[src/rtl/ldpc_delay_sched_if.sv]
// Handshake bundle for ldpc_delay_sched: upstream, encoder, delay FIFO, parity and output streams.
// Signal names carry the direction as seen from the scheduler (slave modport).
interface ldpc_delay_sched_if #(
    parameter int unsigned WIDTH = 8
);
    logic [WIDTH-1:0] i_in_data;
    logic             i_in_valid;
    logic             o_in_ready;

    logic [WIDTH-1:0] o_enc_data;
    logic             o_enc_valid;
    logic             i_enc_ready;

    logic [WIDTH-1:0] o_fifo_wr_data;
    logic             o_fifo_wr_valid;
    logic             i_fifo_wr_ready;

    logic [WIDTH-1:0] i_fifo_rd_data;
    logic             i_fifo_rd_valid;
    logic             o_fifo_rd_ready;

    logic [WIDTH-1:0] i_par_data;
    logic             i_par_valid;
    logic             o_par_ready;

    logic [WIDTH-1:0] o_out_data;
    logic             o_out_valid;
    logic             i_out_ready;
    logic             o_out_last;

    logic             o_busy;

    modport slave (
        input  i_in_data, i_in_valid,
        output o_in_ready,
        output o_enc_data, o_enc_valid,
        input  i_enc_ready,
        output o_fifo_wr_data, o_fifo_wr_valid,
        input  i_fifo_wr_ready,
        input  i_fifo_rd_data, i_fifo_rd_valid,
        output o_fifo_rd_ready,
        input  i_par_data, i_par_valid,
        output o_par_ready,
        output o_out_data, o_out_valid, o_out_last,
        input  i_out_ready,
        output o_busy
    );

    modport master (
        output i_in_data, i_in_valid,
        input  o_in_ready,
        input  o_enc_data, o_enc_valid,
        output i_enc_ready,
        input  o_fifo_wr_data, o_fifo_wr_valid,
        output i_fifo_wr_ready,
        output i_fifo_rd_data, i_fifo_rd_valid,
        input  o_fifo_rd_ready,
        output i_par_data, i_par_valid,
        input  o_par_ready,
        input  o_out_data, o_out_valid, o_out_last,
        output i_out_ready,
        input  o_busy
    );
endinterface

[src/rtl/ldpc_delay_sched.sv]
// Codeword scheduler: broadcasts systematic words to encoder and delay FIFO, then emits the
// delayed systematic words followed by the encoder parity, all as combinational pass-through.
module ldpc_delay_sched #(
    parameter int unsigned WIDTH   = 8,
    parameter int unsigned K_WORDS = 1024,
    parameter int unsigned P_WORDS = 512
) (
    input  logic                i_clock,
    input  logic                i_reset,
    ldpc_delay_sched_if.slave   sched_io
);
    localparam int unsigned MaxWords = (K_WORDS > P_WORDS) ? K_WORDS : P_WORDS;
    localparam int unsigned CntW     = $clog2(MaxWords) + 1;
    localparam logic [CntW-1:0] KLast = CntW'(K_WORDS - 1);
    localparam logic [CntW-1:0] PLast = CntW'(P_WORDS - 1);

    typedef enum logic [1:0] {ST_INIT, ST_LOAD, ST_SYS, ST_PAR} state_e;

    state_e          state_q, state_d;
    logic [CntW-1:0] cnt_q, cnt_d;
    logic            sink_rdy;
    logic [WIDTH-1:0] out_data;

    always_ff @(posedge i_clock or posedge i_reset) begin
        if (i_reset) begin
            state_q <= ST_INIT;
            cnt_q   <= '0;
        end else begin
            state_q <= state_d;
            cnt_q   <= cnt_d;
        end
    end

    always_comb begin
        state_d  = state_q;
        cnt_d    = cnt_q;
        sink_rdy = sched_io.i_enc_ready & sched_io.i_fifo_wr_ready;
        out_data = '0;

        sched_io.o_in_ready      = 1'b0;
        sched_io.o_enc_valid     = 1'b0;
        sched_io.o_fifo_wr_valid = 1'b0;
        sched_io.o_fifo_rd_ready = 1'b0;
        sched_io.o_par_ready     = 1'b0;
        sched_io.o_out_valid     = 1'b0;
        sched_io.o_out_last      = 1'b0;
        sched_io.o_busy          = 1'b0;

        // Outputs are gated by reset too so they drop before the flops settle.
        if (!i_reset) begin
            unique case (state_q)
                ST_INIT: begin
                    state_d = ST_LOAD;
                    cnt_d   = '0;
                end
                ST_LOAD: begin
                    // Both sinks take the word together or neither sees it.
                    sched_io.o_in_ready      = sink_rdy;
                    sched_io.o_enc_valid     = sched_io.i_in_valid & sink_rdy;
                    sched_io.o_fifo_wr_valid = sched_io.i_in_valid & sink_rdy;
                    sched_io.o_busy          = (cnt_q != '0);
                    if (sched_io.i_in_valid && sink_rdy) begin
                        if (cnt_q == KLast) begin
                            state_d = ST_SYS;
                            cnt_d   = '0;
                        end else begin
                            cnt_d = cnt_q + 1'b1;
                        end
                    end
                end
                ST_SYS: begin
                    out_data                 = sched_io.i_fifo_rd_data;
                    sched_io.o_out_valid     = sched_io.i_fifo_rd_valid;
                    sched_io.o_fifo_rd_ready = sched_io.i_out_ready;
                    sched_io.o_busy          = 1'b1;
                    if (sched_io.i_fifo_rd_valid && sched_io.i_out_ready) begin
                        if (cnt_q == KLast) begin
                            state_d = ST_PAR;
                            cnt_d   = '0;
                        end else begin
                            cnt_d = cnt_q + 1'b1;
                        end
                    end
                end
                ST_PAR: begin
                    out_data             = sched_io.i_par_data;
                    sched_io.o_out_valid = sched_io.i_par_valid;
                    sched_io.o_par_ready = sched_io.i_out_ready;
                    sched_io.o_out_last  = (cnt_q == PLast);
                    sched_io.o_busy      = 1'b1;
                    if (sched_io.i_par_valid && sched_io.i_out_ready) begin
                        if (cnt_q == PLast) begin
                            state_d = ST_LOAD;
                            cnt_d   = '0;
                        end else begin
                            cnt_d = cnt_q + 1'b1;
                        end
                    end
                end
                default: begin
                    state_d = ST_INIT;
                    cnt_d   = '0;
                end
            endcase
        end
    end

    assign sched_io.o_enc_data     = sched_io.i_in_data;
    assign sched_io.o_fifo_wr_data = sched_io.i_in_data;
    assign sched_io.o_out_data     = out_data;
endmodule

[src/flat_wrapper.sv]
// flat-port wrapper written by rule: the top's interface ports become plain ports
module ldpc_delay_sched_flat 
#(
    parameter int unsigned WIDTH   = 8,
    parameter int unsigned K_WORDS = 1024,
    parameter int unsigned P_WORDS = 512
)
  (i_clock, i_reset, sched_io_i_in_data, sched_io_i_in_valid, sched_io_o_in_ready, sched_io_o_enc_data, sched_io_o_enc_valid, sched_io_i_enc_ready, sched_io_o_fifo_wr_data, sched_io_o_fifo_wr_valid, sched_io_i_fifo_wr_ready, sched_io_i_fifo_rd_data, sched_io_i_fifo_rd_valid, sched_io_o_fifo_rd_ready, sched_io_i_par_data, sched_io_i_par_valid, sched_io_o_par_ready, sched_io_o_out_data, sched_io_o_out_valid, sched_io_o_out_last, sched_io_i_out_ready, sched_io_o_busy);
  ldpc_delay_sched_if #(.WIDTH(WIDTH)) sched_io_i ();
  input  logic i_clock;
  input  logic i_reset;
  input wire logic [$bits(sched_io_i.i_in_data)-1:0] sched_io_i_in_data;
  input wire logic [$bits(sched_io_i.i_in_valid)-1:0] sched_io_i_in_valid;
  output wire logic [$bits(sched_io_i.o_in_ready)-1:0] sched_io_o_in_ready;
  output wire logic [$bits(sched_io_i.o_enc_data)-1:0] sched_io_o_enc_data;
  output wire logic [$bits(sched_io_i.o_enc_valid)-1:0] sched_io_o_enc_valid;
  input wire logic [$bits(sched_io_i.i_enc_ready)-1:0] sched_io_i_enc_ready;
  output wire logic [$bits(sched_io_i.o_fifo_wr_data)-1:0] sched_io_o_fifo_wr_data;
  output wire logic [$bits(sched_io_i.o_fifo_wr_valid)-1:0] sched_io_o_fifo_wr_valid;
  input wire logic [$bits(sched_io_i.i_fifo_wr_ready)-1:0] sched_io_i_fifo_wr_ready;
  input wire logic [$bits(sched_io_i.i_fifo_rd_data)-1:0] sched_io_i_fifo_rd_data;
  input wire logic [$bits(sched_io_i.i_fifo_rd_valid)-1:0] sched_io_i_fifo_rd_valid;
  output wire logic [$bits(sched_io_i.o_fifo_rd_ready)-1:0] sched_io_o_fifo_rd_ready;
  input wire logic [$bits(sched_io_i.i_par_data)-1:0] sched_io_i_par_data;
  input wire logic [$bits(sched_io_i.i_par_valid)-1:0] sched_io_i_par_valid;
  output wire logic [$bits(sched_io_i.o_par_ready)-1:0] sched_io_o_par_ready;
  output wire logic [$bits(sched_io_i.o_out_data)-1:0] sched_io_o_out_data;
  output wire logic [$bits(sched_io_i.o_out_valid)-1:0] sched_io_o_out_valid;
  output wire logic [$bits(sched_io_i.o_out_last)-1:0] sched_io_o_out_last;
  input wire logic [$bits(sched_io_i.i_out_ready)-1:0] sched_io_i_out_ready;
  output wire logic [$bits(sched_io_i.o_busy)-1:0] sched_io_o_busy;
  assign sched_io_i.i_in_data = sched_io_i_in_data;
  assign sched_io_i.i_in_valid = sched_io_i_in_valid;
  assign sched_io_o_in_ready = sched_io_i.o_in_ready;
  assign sched_io_o_enc_data = sched_io_i.o_enc_data;
  assign sched_io_o_enc_valid = sched_io_i.o_enc_valid;
  assign sched_io_i.i_enc_ready = sched_io_i_enc_ready;
  assign sched_io_o_fifo_wr_data = sched_io_i.o_fifo_wr_data;
  assign sched_io_o_fifo_wr_valid = sched_io_i.o_fifo_wr_valid;
  assign sched_io_i.i_fifo_wr_ready = sched_io_i_fifo_wr_ready;
  assign sched_io_i.i_fifo_rd_data = sched_io_i_fifo_rd_data;
  assign sched_io_i.i_fifo_rd_valid = sched_io_i_fifo_rd_valid;
  assign sched_io_o_fifo_rd_ready = sched_io_i.o_fifo_rd_ready;
  assign sched_io_i.i_par_data = sched_io_i_par_data;
  assign sched_io_i.i_par_valid = sched_io_i_par_valid;
  assign sched_io_o_par_ready = sched_io_i.o_par_ready;
  assign sched_io_o_out_data = sched_io_i.o_out_data;
  assign sched_io_o_out_valid = sched_io_i.o_out_valid;
  assign sched_io_o_out_last = sched_io_i.o_out_last;
  assign sched_io_i.i_out_ready = sched_io_i_out_ready;
  assign sched_io_o_busy = sched_io_i.o_busy;
  ldpc_delay_sched #(.WIDTH(WIDTH), .K_WORDS(K_WORDS), .P_WORDS(P_WORDS)) u_core (.i_clock(i_clock), .i_reset(i_reset), .sched_io(sched_io_i));
endmodule
[config.mk]
export PLATFORM = sky130hd
export DESIGN_NAME = ldpc_delay_sched_flat
export DESIGN_NICKNAME = d
export VERILOG_FILES = /design/src/rtl/ldpc_delay_sched_if.sv /design/src/rtl/ldpc_delay_sched.sv /design/src/flat_wrapper.sv
export SDC_FILE = /design/constraint.sdc
export NUM_CORES = 1
export LEC_CHECK = 0
export ABC_AREA = 1
export BUFFER_PORTS_ARGS = -buffer_cell sky130_fd_sc_hd__buf_2
export CELL_PAD_IN_SITES_DETAIL_PLACEMENT = 1
export CELL_PAD_IN_SITES_GLOBAL_PLACEMENT = 1
export CORE_ASPECT_RATIO = 0.6
export CORE_UTILIZATION = 31
export DETAILED_ROUTE_END_ITERATION = 8
export HOLD_SLACK_MARGIN = 0.12
export PLACE_DENSITY = 0.82
export SETUP_SLACK_MARGIN = 0.2
export SLEW_MARGIN = 20
export SYNTH_ARGS = -nofsm -noshare
export SYNTH_HDL_FRONTEND = slang
export SYNTH_SLANG_ARGS = --single-unit
[constraint.sdc]
create_clock -name i_clock -period 1.9 [get_ports i_clock]
set_clock_uncertainty 0.15 [all_clocks]
set_input_delay 0.095 -clock i_clock [delete_from_list [all_inputs] [get_ports i_clock]]
set_output_delay 0.095 -clock i_clock [all_outputs]
set_load 0.01 [all_outputs]
**After elaboration in Yosys (flattened, before gate mapping)**

Cells that the tools add are included.

- Register bits after elaboration: 13
- Output and inout port bits: 32
- Input bits: 32
- Word-level logic and storage cells: 54

- Eq/ne operators: 11
- Bitwise logic cells: 3
- Add/sub/neg operators: 1
- Mux-type cells: 29
- Reduce and logical (&&, ||, !) cells: 8

Operators with widths:

| operator | count |
|---|---|
| $mux 11 | 5 |
| $pmux 11 s4 | 1 |
| $pmux 8 s2 | 1 |
| $mux 1 | 12 |
| $mux 2 | 6 |
| $ne 2x1->1 const B | 6 |
| $add 11x1->11 const B | 1 |
| $eq 11x10->1 const B | 1 |
| $eq 11x9->1 const B | 1 |
| $reduce_bool 11->1 | 1 |
| $mux 8 | 1 |
| $pmux 2 s4 | 1 |
| $reduce_and 7->1 | 1 |
| $eq 2x2->1 const B | 2 |
| $pmux 1 s2 | 2 |
| $reduce_and 4->1 | 1 |
| $logic_and 1x1->1 | 3 |
| $and 1x1->1 | 2 |
| $eq 2x1->1 const B | 1 |
| $logic_not 2->1 | 1 |
| $reduce_or 2->1 | 1 |
| $not 1->1 | 1 |

**Longest topological paths before layout**

Gate-level depths: netlist of run 1.

- Depth after elaboration: 4
- Mapped depth: 10

**Worst setup path before layout of run 1**

OpenSTA, ideal clock, no wires.

- Path kind: register to register
- From: reg u_core.state_q[0]
- To: reg u_core.cnt_q[10]
- Cell stages (with the launch flop): 10
- Arrival time: 1.347 ns
- Path buffers: 2
- Clock period less this slack: 1.618 ns
- Setup time: 0.121 ns
- Setup slack: 0.282 ns
- Data required time: 1.629 ns
- Cells stage by stage: dfrtp_1 > ha_1 > buf_2 > nand2_1 > nand2_2 > nor2_4 > buf_2 > nand3_1 > nand2_1 > nor2_1

- Longest elaborated chain between the ends: 3
- Elaborated cells between the ends (all ways): 9

Ends and longest elaborated chain:

| what | RTL line | RTL |
|---|---|---|
| start, declared | ldpc_delay_sched.sv:19 | `state_e state_q, state_d;` |
| start signal, assigned | ldpc_delay_sched.sv:29 | `state_q <= state_d;` |
| $eq 2x2->1 or $eq 2x1->1 (tied branches) | ldpc_delay_sched.sv:51 | `unique case (state_q)` |
| $ne 2x1->1 (no source line) | - |  |
| $reduce_and 4->1 (no source line) | - |  |
| end signal, assigned | ldpc_delay_sched.sv:30 | `cnt_q <= cnt_d;` |
| end, declared | ldpc_delay_sched.sv:20 | `logic [CntW-1:0] cnt_q, cnt_d;` |

Several ways; a longest one is shown, not always the timed one.
A chain may end at the register's enable or synchronous reset.

**Worst setup path after layout of run 1**

- From: reg u_core.state_q[0]
- To: out sched_io_o_out_data[7]

- Longest elaborated chain between the ends: 3
- Elaborated cells between the ends (all ways): 4

Ends and longest elaborated chain:

| what | RTL line | RTL |
|---|---|---|
| $eq 2x2->1 | ldpc_delay_sched.sv:51 |  |
| $pmux 8 s2 (*) | ldpc_delay_sched.sv:51 |  |
| $mux 8 (*) | ldpc_delay_sched.sv:50 | `if (!i_reset) begin` |
| end, declared | flat_wrapper.sv:27 | `output wire logic [$bits(sched_io_i.o_out_data)-1:0] sched_io_o_out_data;` |

Mark *: on every way between the ends. The rest lies on a longest branch, timed or not.

==> results of run 1 <==
## sequential cells by signal, summed over array words and instances, names as in the netlist
register,flops
u_core.cnt_q,11
u_core.state_q,2
## critical path, delay by kind of cell (launching register included)
family | cells | cell delay (ps)
compound gates | 1 | 210
fa+ha+maj | 1 | 150
buf+inv | 3 | 420
flops | 1 | 480
simple gates | 1 | 80
## path summary, 6_finish.rpt
path                                          end                  from  slack (ps)
max reg2reg                       u_core.cnt_q[1]     u_core.state_q[1]          50
min reg2reg                       u_core.cnt_q[6]       u_core.cnt_q[6]         450
min in group asynchronous         u_core.cnt_q[8]               i_reset         560
max in group asynchronous       u_core.state_q[1]               i_reset         580
max                        sched_io_o_out_data[7]     u_core.state_q[0]          50
min                               u_core.cnt_q[6]  sched_io_i_par_valid         320
## routing by layer
layer  up-vias  wire length [um]
met5         -                 0
met4         0               100
met3        12               179
met2        32              2516
met1       755              2380
li1        738                 -
## cells in the final DEF, fill, tap and decap left out, types with 2 or more instances in the layout
cell           netlist  final
buf_6                1      7
clkbuf_8             0      3
xor2_1               2      2
nand4_1              4      4
ha_2                 0      2
nand3_4              0      4
buf_2                2     39
nand2_4              0      7
nand2_2              5      4
dlygate4sd3_1        0      9
buf_4               17     13
inv_4                0      6
inv_2                3      4
dfrtp_2              0      3
inv_1               19     12
nand3_1             13     11
a21oi_1             12     11
o21ai_1              4      6
nor2_1              18     18
nand2_1             66     60
ha_4                 0      5
dfrtp_1             13     10
nand3_2              4      2
nor2_4               2      2
## power groups by stage
stage,logic (mW),clock network [mW],registers [mW]
2_1_floorplan,0.714,0,0.392
4_1_cts,1.14,0.265,0.405
5_1_grt,1.68,0.281,0.461
6_report,1.57,0.264,0.451
3_5_place_dp,0.952,0,0.412
3_3_place_gp,0.924,0,0.408
## logic make-up (layout without fill, tap and decap cells)
group	count (synthesis)	count (layout)	synth area share [%]
AND/OR/NAND/NOR	115	115	38.49
buffers and inverters	45	96	18.08
AO/OA/AOI/OAI	24	24	10.44
flip-flops	13	13	24.23
adder cells (fa/ha/maj)	8	8	7.456
XOR/XNOR	2	2	1.305
## cell usage after synthesis (5+ instances only)
cell	n	share of area (%)
nand2_2	5	2.3
nand3_1	13	4.8
ha_1	8	7.5
nor2_1	18	5.0
inv_1	19	5.3
nand2_1	66	18
a21oi_1	12	4.5
buf_4	17	9.5
dfrtp_1	13	24
## timing repair
item	CTS	global route
endpoints found under the setup margin	21	26
resized for setup	19	43
endpoints found under the hold margin	29	0
buffers inserted	8	8
gates cloned	0	1
hold buffers	9	0
pin swaps	7	19
## layout make-up
class,count,area [um2]
Sequential cell,13,329.1
Timing Repair Buffer,70,501.7
Multi-Input combinational cell,149,944.7
Inverter,22,97.59
Tap cell,60,75.07
Clock buffer,4,45.04
Fill cell,533,2128
==> results.md, run 1 <==
- Post-synthesis cell area: about 1300 um2
- Clk buf depth: 2
- IO Port Bufs: 39
- Final Worst Setup Slack: 48.49 ps
- Final ANT Viol Nets: 0
- CP Capture Type: output pin
- Clk_lat worst skew: 250 ps
- Final Hold Fails: 0
- Min-delay worst type: primary input to flip-flop
- Ys async rst share: between 90% and 100%
- Busiest layer in global routing: met1
- Drt initial violations: 54
- Switching pwr: roughly 1.1 mW
- Global-route wire length before repair: around 6700 um
- Die X: approximately 87 um
- Post-synthesis register bit count: 13
- Ports: 64
- Initial antenna violation count: 0
- Setup slack at placement: about 110 ps
- Largest net degree at the start of global routing: 17
- Max_cap viols: 0
- Routability congestion estimate: between 0.8 and 0.9
- CP max-delay cell: dfrtp_2
- Core area: between 4000 and 5000 um2
- Worst Path Max Fanout: 12
- Mean Syn Cell Area: 6.486 um2
- Post-route insts no fill: 318
- CTS tree: yes
- PwrDens: between 1000 and 1500 nW/um2
- Fin util: just under 50%
- CTS Root Cell: clkbuf_8
- Final Max Slew Viols: 0
- Remaining DRCs: 0
- M3 GR Usage: ~4.1%
- Worst-Margin Slew: 653.3 ps
- Syn Nets: 247
- Critical Path Start Type: flip-flop
- Clk sinks: 13
- Critical Path RT: roughly 1700 ps
- Area delta synth->final: 48.46%
- Detailed Place HPWL: approximately 3000 um
- DRT Wirelength: just over 5000 um
- Rows: 18
- Gate power share: between 60% and 70%
- Achievable Freq: about 540 MHz
- LEAKAGE: between 0.9 and 1 nW
- Sequential Power Share: approximately 20%
- Sw Ratio: between 40% and 50%
- Finished layout cell area: roughly 2000 um2
- Worst-path cell chain: inv_4, ha_4, buf_6, nand2_1, a21oi_1, buf_2
- Min Tclk post-route: approximately 1900 ps
- Worst hold stages: 8
- Height of the die: 52.98 um
- DR WL/cell: between 15 and 20 um
- Clock power share: between 10% and 20%
- Drt first pass iters: 4
- Max incr delay on CP: about 480 ps
- Yosys cell types: 26
- Initial Utilization: 32.57%
- Gr usage total: between 10% and 20%
- Gr ovfl total: 0
- Total power draw: roughly 2.3 mW
- Post-Place Cells: approximately 290
- Reg2reg path depth: 10
- Clock-pin slew on the worst setup and hold paths: about 60 ps
- Peak supply drop: between 0.5 and 0.6 mV
- Arrival @ worst endpoint: about 1600 ps
- Vias in the first global route: roughly 1,300
- Final setup violation count: 0
- Layout cells sized above 1: a little over two fifths
- Kind of critical path: flip-flop to output pin
- Die Area: approximately 4600 um2
- H-tree Lvls: 1
- Via-to-Cell Ratio: slightly below 5
- # nets final: roughly 300
- Hold_ws: around 320 ps
- Fin crit share: 97.45%
- Int Power: between 1 and 1.5 mW
- Synthesized instance count: around 210
- RSZ-0062 raised after global routing: true
- Warnings from Yosys: 0
- Setup TNS: 0 ps
- Post-synth EDFFs: 0
- DP Area: roughly 1500 um2
- Ys flop type: dfrtp_1
- Met1 global-route usage: 29.32%
- Vias post-DR: 1,537
- Max_slew headroom: between 50% and 60%
- Diode count: 0
- Sequential fraction of the synthesis area: roughly 24%
- Status: complete, no violations
- Grt met2 use: between 20 and 30%
- Number of buffers created by CTS: 3
(Power assumes the default switching activity.)
==> run 2, diff against run 1 <==
==> constraint.sdc (replaced) <==
create_clock -name i_clock -period 1.9 [get_ports i_clock]
set_clock_uncertainty 0.15 [all_clocks]
set_input_delay 0 -clock i_clock [delete_from_list [all_inputs] [get_ports i_clock]]
set_output_delay 0 -clock i_clock [all_outputs]
set_load 0.01 [all_outputs]
==> results.md, run 2 (synthesis gave the netlist of run 1 again) <==
- Status: complete, no violations
- RR Startpoint: u_core.state_q[0]
- DP Area: 1490 um2
- Remaining DRCs: 0
- Clock-pin slew on the worst setup and hold paths: approximately 60 ps
- Global-route wire length before repair: between 6000 and 7000 um
- Vias in the first global route: about 1,200
- Final Worst Setup Slack: around 170 ps
- Gr usage total: between 10% and 20%
- Fin util: a little over two fifths
- Die Area: ~4600 um2
- CP max-delay cell: dfrtp_2
- Uppermost routed layer: met4
- Rows: 18
- Critical Path RT: between 1500 and 2000 ps
- Min Tclk post-route: about 1700 ps
- CP Capture Type: flip-flop
- Critical Path Start Type: flip-flop
- RSZ-0062 raised after global routing: true
- LEAKAGE: ~0.86 nW
- Setup crit start: u_core.state_q[0]
- PwrDens: between 1000 and 1500 nW/um2
- CTS tree: yes
- Final setup violation count: 0
- H-tree Lvls: 1
- Final ANT Viol Nets: 0
- Int Power: about 990 uW
- Setup slack at placement: 109.5 ps
- Gate power share: around 64%
- Routability congestion estimate: approximately 0.84
- DRT Wirelength: 4384 um
- Layout cells sized above 1: 35.63%
- Most common cell after layout, fill and taps aside: nand2_1
- Number of buffers created by CTS: 3
- FF-to-FF End: u_core.state_q[1]
- Achievable Freq: between 500 and 600 MHz
- Max_cap viols: 0
- Reg2reg path depth: 9
- IO Port Bufs: 39
- Biggest regs: u_core.cnt_q x11, u_core.state_q x2
- Max FFs per register: 11
- Core area: roughly 4100 um2
- CTS Root Cell: clkbuf_8
- Worst Path Max Fanout: 5
- Sw Ratio: about half
- Setup TNS: 0 ps
- DR WL/cell: about 14 um
- Final Hold Fails: 0
- # nets final: about 290
- Kind of critical path: flip-flop to flip-flop
- Sequential Power Share: between 20% and 30%
- Vias post-DR: approximately 1,400
- Worst-Margin Slew: between 500 and 600 ps
- Min-delay worst type: primary input to output pin
- Clk_lat worst skew: approximately 250 ps
- Met3 WL: roughly 92 um
- Clock power share: between 10% and 20%
- Area delta synth->final: 33.83%
- Reg2reg setup slack: roughly 170 ps
- Finished layout cell area: approximately 1800 um2
- Height of the die: about 53 um
- Met2 wire length: ~2000 um
- Most frequent cells in the layout: nand2_1, buf_2, nor2_1
- Ports: 64
- Largest net degree at the start of global routing: 17
- Fin crit share: between 90% and 100%
- Arrival @ worst endpoint: between 1500 and 2000 ps
- Initial antenna violation count: 0
- Register with the most flip-flops: u_core.cnt_q
- Metal1 wirelength: approximately 2200 um
- Clk buf depth: 2
- Gr ovfl total: 0
- Detailed Place HPWL: 3078 um
- Final Max Slew Viols: 0
- Die X: 86.96 um
- Max incr delay on CP: 470 ps
- Drt initial violations: 34
- Critical path endpoint: u_core.state_q[1]
- Switching pwr: 977.8 uW
- Most used cell, CP: nand2_4
- Peak supply drop: about 0.63 mV
- Worst-path cell chain: inv_4, ha_4, nand2_4, nand2_4, nor2_4, buf_6, nand3_2, nand2_1, o21ai_1
- Clk sinks: 13
- Via-to-Cell Ratio: between 4 and 5
- Drt first pass iters: 4
- Max_slew headroom: roughly 60%
- Initial Utilization: between 30% and 40%
- Diode count: 0
-- run 2: changes by cell type in the layout (fill, tap and decap cells not counted), sizes merged --
cell	before	now
buf	60	50
clkbuf	5	4
-- run 2: area by class of cell --
cell class	instances	area, um2
Clock buffer	4	45.04
Multi-Input combinational cell	149	870.8
Sequential cell	13	327.8
Timing Repair Buffer	59	387.9
Tap cell	60	75.07
Fill cell	545	2325
Inverter	22	90.09
-- run 2: repair_timing --
action,4_1_cts,5_1_grt
pin swaps,1,14
resized for setup,8,27
buffers inserted,4,1
cloned,1,0
endpoints found under the hold margin,29,0
setup endpoints to repair,10,27
hold buffers,9,0
-- run 2: routing by layer --
layer,GRT usage [%],vias up
met3,3.900,4
met2,26.25,16
met5,0,-
li1,-,710
met4,4.167,0
met1,28.85,672
-- run 2: power groups by stage --
stage,Clock [mW],Combinational (mW),Sequential (mW)
after floorplan,0,0.714,0.392
after detailed placement,0,0.952,0.412
after global routing,0.281,1.39,0.454
final,0.258,1.26,0.444
after CTS,0.265,1.06,0.405
after global placement,0,0.924,0.408
-- run 2: how the worst min path moves through the flow --
stage	startpoint	end	slack, ps	cells after the start
floorplan	i_reset	u_core.cnt_q[0]	-330	1
global placement	sched_io_i_in_data[1]	sched_io_o_enc_data[1]	-150	0
detailed placement	sched_io_i_in_data[1]	sched_io_o_enc_data[1]	-150	0
CTS	sched_io_i_fifo_wr_ready	sched_io_o_in_ready	180	4
global route	sched_io_i_fifo_wr_ready	sched_io_o_in_ready	200	4
finish	sched_io_i_fifo_wr_ready	sched_io_o_in_ready	170	4
-- run 2: metrics by stage --
| stage | hold WS, ps | power (mW) | instances |
|---|---|---|---|
| after floorplan | -331.6 | 1.106 | 207 |
| after global placement | -149.9 | 1.332 | 288 |
| after detailed placement | -149.9 | 1.364 | 288 |
| after CTS | 176.0 | 1.735 | 306 |
| after global routing | 195.5 | 2.121 | 307 |
| final | 173.9 | 1.965 | 307 |
-- run 2: critical path: cells and delay by family (launching register included) --
| family | cells | cell delay (ps) |
|---|---|---|
| AND/OR/NAND/NOR | 5 | 540 |
| flip-flops | 1 | 470 |
| buffers and inverters | 2 | 190 |
| adder cells (fa/ha/maj) | 1 | 170 |
| AO/OA/AOI/OAI | 1 | 70 |
